**config.mk**
```make
export PLATFORM = sky130hd
export DESIGN_NAME = instruction_decode
export DESIGN_NICKNAME = d
export VERILOG_FILES = /design/src/rtl/cpu_pkg.sv /design/src/rtl/decode_ctrl.sv /design/src/rtl/instruction_decode.sv
export SDC_FILE = /design/constraint.sdc
export NUM_CORES = 1
export LEC_CHECK = 0
export ABC_CLOCK_PERIOD_IN_PS = 1900
export BUFFER_PORTS_ARGS = -buffer_cell sky130_fd_sc_hd__buf_4
export CAP_MARGIN = 20
export CORE_AREA = 4 4 131 133
export CTS_CLUSTER_SIZE = 30
export DETAILED_ROUTE_END_ITERATION = 7
export DIE_AREA = 0 0 135 137
export HOLD_SLACK_MARGIN = 0.12
export PLACE_DENSITY_LB_ADDON = 0.08
export SYNTH_ARGS = -nofsm -noshare
export SYNTH_HDL_FRONTEND = slang
export SYNTH_SLANG_ARGS = --single-unit
```
**constraint.sdc**
```tcl
create_clock -name clock -period 1.9 [get_ports clock]
set_input_delay 0.095 -clock clock [delete_from_list [all_inputs] [get_ports clock]]
set_output_delay 0.095 -clock clock [all_outputs]
set_load 0.01 [all_outputs]
```
**src/rtl/cpu_pkg.sv**
```systemverilog
// Shared CPU definitions: opcodes, widths, FSM encoding and the ID/EX bundle.
package cpu_pkg;

    localparam int DATA_W = 32;
    localparam int REG_AW = 5;

    localparam logic [5:0] OP_RTYPE = 6'h00;
    localparam logic [5:0] OP_J     = 6'h02;
    localparam logic [5:0] OP_BEQ   = 6'h04;
    localparam logic [5:0] OP_BNE   = 6'h05;
    localparam logic [5:0] OP_ADDI  = 6'h08;
    localparam logic [5:0] OP_ANDI  = 6'h0C;
    localparam logic [5:0] OP_ORI   = 6'h0D;
    localparam logic [5:0] OP_LUI   = 6'h0F;
    localparam logic [5:0] OP_LW    = 6'h23;
    localparam logic [5:0] OP_SW    = 6'h2B;

    localparam logic [5:0] FN_ADD   = 6'h20;
    localparam logic [5:0] FN_SUB   = 6'h22;

    typedef enum logic {ST_RUN = 1'b0, ST_BUBBLE = 1'b1} state_t;
    typedef enum logic [1:0] {WD_NONE, WD_RD, WD_RT} wdest_sel_t;
    typedef enum logic [1:0] {IMM_SIGN, IMM_ZERO, IMM_LUI, IMM_JUMP} imm_mode_t;

    typedef struct packed {
        logic mem_read;
        logic mem_write;
        logic branch;
        logic jump;
    } ctrl_t;

    typedef struct packed {
        logic              valid;
        logic [DATA_W-1:0] pc;
        logic [5:0]        opcode;
        logic [5:0]        funct;
        logic [REG_AW-1:0] rs;
        logic [REG_AW-1:0] rt;
        logic [REG_AW-1:0] wdest;
        logic [DATA_W-1:0] imm;
        ctrl_t             ctrl;
    } idex_t;

    function automatic logic [DATA_W-1:0] extend_imm(imm_mode_t mode, logic [25:0] field);
        case (mode)
            IMM_ZERO: extend_imm = {16'b0, field[15:0]};
            IMM_LUI:  extend_imm = {field[15:0], 16'b0};
            IMM_JUMP: extend_imm = {6'b0, field};
            default:  extend_imm = {{16{field[15]}}, field[15:0]};
        endcase
    endfunction

endpackage

```
**src/rtl/decode_ctrl.sv**
```systemverilog
// Combinational opcode decoder: destination select, immediate mode, control bits, illegal flag.
module decode_ctrl
    import cpu_pkg::*;
(
    input  logic [5:0] opcode,
    output wdest_sel_t wdest_sel,
    output imm_mode_t  imm_mode,
    output ctrl_t      ctrl,
    output logic       uses_rt,
    output logic       illegal
);

    always_comb begin
        wdest_sel = WD_NONE;
        imm_mode  = IMM_SIGN;
        ctrl      = '0;
        uses_rt   = 1'b0;
        illegal   = 1'b0;
        case (opcode)
            OP_RTYPE: begin wdest_sel = WD_RD; uses_rt = 1'b1; end
            OP_ADDI:  wdest_sel = WD_RT;
            OP_ANDI:  begin wdest_sel = WD_RT; imm_mode = IMM_ZERO; end
            OP_ORI:   begin wdest_sel = WD_RT; imm_mode = IMM_ZERO; end
            OP_LUI:   begin wdest_sel = WD_RT; imm_mode = IMM_LUI; end
            OP_LW:    begin wdest_sel = WD_RT; ctrl.mem_read = 1'b1; end
            OP_SW:    begin ctrl.mem_write = 1'b1; uses_rt = 1'b1; end
            OP_BEQ:   begin ctrl.branch = 1'b1; uses_rt = 1'b1; end
            OP_BNE:   begin ctrl.branch = 1'b1; uses_rt = 1'b1; end
            OP_J:     begin ctrl.jump = 1'b1; imm_mode = IMM_JUMP; end
            default:  illegal = 1'b1;
        endcase
    end

endmodule

```
**src/rtl/instruction_decode.sv**
```systemverilog
// ID stage: decodes into the ID/EX register (1-cycle latency), aligns bank read data,
// bypasses same-cycle writeback, stalls fetch for one bubble on load-use.
module instruction_decode
    import cpu_pkg::*;
(
    input  logic              clock,
    input  logic              reset,
    input  logic              if_valid,
    input  logic [DATA_W-1:0] if_pc,
    input  logic [DATA_W-1:0] if_instr,
    output logic              if_stall,
    input  logic              flush,
    output logic [REG_AW-1:0] addra,
    output logic [REG_AW-1:0] addrb,
    input  logic [DATA_W-1:0] dataa,
    input  logic [DATA_W-1:0] datab,
    input  logic              wb_enc,
    input  logic [REG_AW-1:0] wb_addr,
    input  logic [DATA_W-1:0] wb_data,
    output logic              id_valid,
    output logic [DATA_W-1:0] id_pc,
    output logic [5:0]        id_opcode,
    output logic [5:0]        id_funct,
    output logic [REG_AW-1:0] id_rs,
    output logic [REG_AW-1:0] id_rt,
    output logic [REG_AW-1:0] id_wdest,
    output logic [DATA_W-1:0] id_imm,
    output logic [DATA_W-1:0] id_rs_val,
    output logic [DATA_W-1:0] id_rt_val,
    output logic              id_mem_read,
    output logic              id_mem_write,
    output logic              id_reg_write,
    output logic              id_branch,
    output logic              id_jump,
    output logic              id_illegal
);

    state_t            state_q;
    idex_t             idex_q, idex_d;
    logic              illegal_q;
    logic              byp_a_q, byp_b_q;
    logic [DATA_W-1:0] wbd_q;

    wdest_sel_t wdest_sel;
    imm_mode_t  imm_mode;
    ctrl_t      dec_ctrl;
    logic       uses_rt, dec_illegal, hazard;

    assign addra = if_instr[25:21];
    assign addrb = if_instr[20:16];

    decode_ctrl u_decode_ctrl (
        .opcode    (if_instr[31:26]),
        .wdest_sel (wdest_sel),
        .imm_mode  (imm_mode),
        .ctrl      (dec_ctrl),
        .uses_rt   (uses_rt),
        .illegal   (dec_illegal)
    );

    always_comb begin
        idex_d        = '0;
        idex_d.valid  = 1'b1;
        idex_d.pc     = if_pc;
        idex_d.opcode = if_instr[31:26];
        idex_d.funct  = (if_instr[31:26] == OP_RTYPE) ? if_instr[5:0] : 6'b0;
        idex_d.rs     = if_instr[25:21];
        idex_d.rt     = if_instr[20:16];
        idex_d.imm    = extend_imm(imm_mode, if_instr[25:0]);
        idex_d.ctrl   = dec_ctrl;
        case (wdest_sel)
            WD_RD:   idex_d.wdest = if_instr[15:11];
            WD_RT:   idex_d.wdest = if_instr[20:16];
            default: idex_d.wdest = '0;
        endcase
    end

    // Load-use: the load in ID/EX has not produced data yet when the consumer would read.
    assign hazard = idex_q.valid && idex_q.ctrl.mem_read && (idex_q.wdest != '0) && if_valid &&
                    ((addra == idex_q.wdest) || (uses_rt && addrb == idex_q.wdest));

    assign if_stall = !reset && !flush && (state_q == ST_RUN) && hazard;

    always_ff @(posedge clock) begin
        if (reset) begin
            state_q   <= ST_RUN;
            idex_q    <= '0;
            illegal_q <= 1'b0;
            byp_a_q   <= 1'b0;
            byp_b_q   <= 1'b0;
            wbd_q     <= '0;
        end else begin
            byp_a_q   <= wb_enc && (wb_addr == addra) && (wb_addr != '0);
            byp_b_q   <= wb_enc && (wb_addr == addrb) && (wb_addr != '0);
            wbd_q     <= wb_data;
            illegal_q <= 1'b0;
            if (flush) begin
                state_q <= ST_RUN;
                idex_q  <= '0;
            end else if (state_q == ST_RUN && hazard) begin
                state_q <= ST_BUBBLE;
                idex_q  <= '0;
            end else begin
                state_q <= ST_RUN;
                if (if_valid && !dec_illegal) begin
                    idex_q <= idex_d;
                end else begin
                    idex_q    <= '0;
                    illegal_q <= if_valid && dec_illegal;
                end
            end
        end
    end

    assign id_valid     = idex_q.valid;
    assign id_pc        = idex_q.pc;
    assign id_opcode    = idex_q.opcode;
    assign id_funct     = idex_q.funct;
    assign id_rs        = idex_q.rs;
    assign id_rt        = idex_q.rt;
    assign id_wdest     = idex_q.wdest;
    assign id_imm       = idex_q.imm;
    assign id_mem_read  = idex_q.ctrl.mem_read;
    assign id_mem_write = idex_q.ctrl.mem_write;
    assign id_branch    = idex_q.ctrl.branch;
    assign id_jump      = idex_q.ctrl.jump;
    assign id_reg_write = (idex_q.wdest != '0);
    assign id_illegal   = illegal_q;

    assign id_rs_val = (idex_q.rs == '0) ? '0 : (byp_a_q ? wbd_q : dataa);
    assign id_rt_val = (idex_q.rt == '0) ? '0 : (byp_b_q ? wbd_q : datab);

endmodule

```
==> impl_metrics.yaml <==
yosys:
  ys_seq_area_frac: 0.487
  yosysTopAreaCellShare: 0.487
  yosysMostFrequentCell: "dfxtp_1"
  synth_top_flop_cell: "dfxtp_1"
  yosys.area.top_type: "dfxtp_1"
  yosys-top-cells-area: "dfxtp_1 49%, mux2i_1 12%, nor2b_1 5.9%"
  synth_edf_count: 0
  syn_area_sq_mm: 0.00543
  syn_inst: 553
  ys_types: 40
  synth_nets: 725
  synthArstFlopShare: 0
  yosys_warnings: 0
  syn_area_per_cell_sq_um: 9.81
  synth-seq-cells: 132
  synthTopCellsByCount: "132 x dfxtp_1, 72 x nor2_1, 64 x mux2i_1, 51 x nor2b_1, 39 x and2_1"
worst_setup_path:
  crit_family: "simple AND/OR/NAND/NOR gates"
  path_cells: "or4_1 -> nor2_2 -> buf_12 -> nor2_1 -> buf_4"
  cp_num_buf_inv: 2
  rr_worst_depth: 8
  r2r_slack_ns: -0.04
  r2r-start: "id_wdest[1]"
  cp-end-kind: "output pin"
  rr_endpoint: "id_imm[4]"
  start_kind: "flop"
  critPathMaxStageDelay_ns: 0.53
  cp_slowest_cell: "or4_1"
  crit_arrival_ns: 1.87
  critPathMaxFanout: 32
  critPathRequiredTime_ns: 1.80
  path_class: "flop to output pin"
power_and_ir_drop:
  p_switching_mw: 1.71
  fin_total_pwr_mw: 6.96
  p_leak_nw: 4.64
  switching_share: 0.246
  peakVddDrop_uv: 542
  p_clk_frac: 0.451
  seqPwrFrac: 0.409
  power_density_mw_per_mm2: 679
  combPwrFrac: 0.140
  power.internal_mw: 5.25
placed_design:
  dp_slack_ns: 0.0532
  dpl.hpwl_mm: 16.8
  gp_congestion: 0.878
  port_buffers: 342
  dp.cells: 1077
routing:
  wl_mm: 24.0
  ant_nets: 0
  drc: 0
  dr.first_iter.drc_count: 264
  drt_first_pass_iters: 5
  wl_per_cell_um: 19.6
  vias: 5848
  viasPerCell: 4.76
clocking:
  insertion_delay_ns: 0.41
  cts_tree: "yes"
  clk_transition_reported_paths_ns: 0.06
  clk_path_buf_depth: 2
  h-tree-depth: 4
  cts_root_buf: "clkbuf_16"
  numCtsBuffers: 17
  clock_sinks: 132
hold_path:
  min-delay-start: "if_instr[30]"
  whs_endpoint: "id_mem_read"
  worstHoldPathType: "input port to flop"
  hold_depth: 3
global_route:
  grt_max_degree: 44
  grt_pass1_vias: 5994
  grtUsageTotal: 0.239
  overflow: 0
  grt_antenna_before_repair: 0
  grt_pass1_wl_mm: 34.1
floorplanning:
  io_pins: 343
  start_util: 0.343
  chipWidth_um: 135
  die_h_um: 137
  row_count: 46
  coreArea_sq_mm: 0.0158
  die_area_sq_mm: 0.0185
sta:
  period_share: 1.03
  finalSetupViolations: 83
  fin_crit_ns: 1.96
  hold_violations: 0
  finClkSkew_ns: 0.00706
  relSlewSlack: 0.555
  final_max_slew_viol_count: 0
  rsz0062_at_grt: "true"
  worst_slack_ns: -0.0605
  worst_pin_slew_ns: 0.668
  fmax_mhz: 510
  whs_ns: 0.159
run_status:
  status: "finished, violations left"
  violations: "setup timing"
cells_and_area:
  finalNonFillerCells: 1229
  drive_gt1_frac: 0.455
  antenna_cells: 0
  area_growth_pct: 88.9
  nNetsFinal: 1172
run:
  maxCapViolations: 0
-- flip-flops by register name, summed over array words and instances, names as in the netlist --
register and flops:
id_imm 32, id_pc 32, wbd_q 32, id_funct 6, id_opcode 6, id_rs 5, id_rt 5, id_wdest 5
byp_a_q 1, byp_b_q 1, id_branch 1, id_illegal 1, id_jump 1, id_mem_read 1, id_mem_write 1, id_valid 1
state_q 1
-- stage by stage --
step | setup TNS [ns] | utilization | cell area, sq um
2_1_floorplan | 0 | - | 5430
3_5_place_dp | 0 | 0.518 | 8200
3_3_place_gp | 0 | 0.518 | 8200
5_1_grt | -10.71 | 0.648 | 10300
4_1_cts | -2.24 | 0.623 | 9860
6_report | -1.58 | 0.648 | 10300
-- how the worst max path moves through the flow --
| stage | startpoint | endpoint | slack, ns | cells after the start |
|---|---|---|---|---|
| 2_1_floorplan | id_wdest[1] | if_stall | 0.01 | 6 |
| 3_3_place_gp | if_instr[26] | id_imm[16] | 0.13 | 6 |
| 3_5_place_dp | id_wdest[1] | id_pc[10] | 0.05 | 6 |
| 4_1_cts | id_rs[0] | id_rs_val[3] | -0.09 | 5 |
| 5_1_grt | id_rs[0] | id_rs_val[3] | -0.13 | 5 |
| 6_report | id_rt[0] | id_rt_val[24] | -0.06 | 5 |
-- worst register-to-register path: stages, from the launching register on --
cell       delay [ns]
dfxtp_4          0.36
nor3_4           0.18
a21o_1           0.24
nor4b_4          0.08
buf_4            0.16
nor4b_4          0.32
buf_6            0.22
clkbuf_16        0.17
and3_1           0.15
-- layout by cell type, fill, tap and decap left out, types with 2 or more instances in the layout --
master	count
inv_6	4
nor4b_4	2
nand4_1	5
o21ai_0	4
a221oi_2	3
clkinvlp_4	5
nand4b_1	2
mux2i_1	64
nand2_1	7
and4_1	15
clkbuf_16	22
xnor2_1	12
nor2_1	69
and2_4	20
nor3_2	3
a22oi_1	5
a21oi_1	6
or4_1	3
a221oi_1	7
buf_6	5
and3_1	21
buf_4	357
nor2b_4	8
dfxtp_4	2
nor3_1	13
nor2b_1	43
nand2b_1	2
nor4_1	5
dfxtp_1	125
buf_12	6
dfxtp_2	5
dlygate4sd3_1	105
nor2_2	4
nand3_1	5
xor2_1	6
clkinv_4	2
and2_1	19
-- final cells by class --
type | count | area [sq um]
Clock inverter | 13 | 125
Timing Repair Buffer | 479 | 4050
Clock buffer | 19 | 443
Multi-Input combinational cell | 369 | 2710
Sequential cell | 132 | 2660
Inverter | 1 | 3.75
Tap cell | 216 | 270
Fill cell | 1270 | 5580
-- routing by layer --
| layer | up-vias | track usage | wire [um] |
|---|---|---|---|
| li1 | 2766 | - | - |
| met1 | 2770 | 0.268 | 8810 |
| met2 | 263 | 0.434 | 12600 |
| met3 | 49 | 0.0691 | 1950 |
| met4 | 0 | 0.0840 | 684 |
| met5 | - | 0 | 0 |
-- logic make-up (layout without fill, tap and decap cells) --
group,after synthesis,after routing,synth area share
AO/OA/AOI/OAI,31,31,0.0404
AND/OR/NAND/NOR,251,251,0.268
buffers and inverters,52,512,0.0491
adder cells (fa/ha/maj),2,2,0.00461
multiplexers,64,64,0.118
XOR/XNOR,20,20,0.0323
flip-flops,132,132,0.487
other,1,1,0.000691
-- what timing repair did --
action                                 CTS  global route
gates cloned                             0            10
hold buffers                           105             0
pin swaps                                5            26
endpoints found under the hold margin  122             0
setup endpoints to repair               65           137
gates resized for setup                  7            52
setup buffers                            2             2
-- power groups by stage --
| stage | combinational (mW) | clock [mW] | sequential [mW] |
|---|---|---|---|
| after detailed placement | 0.738 | 0 | 2.91 |
| final | 0.973 | 3.14 | 2.85 |
| after global placement | 0.724 | 0 | 2.91 |
| after CTS | 0.933 | 3.21 | 2.85 |
| after global routing | 1.04 | 3.34 | 2.85 |
| after floorplan | 0.273 | 0 | 2.91 |
No activity file was read; power rests on OpenSTA's default activity.
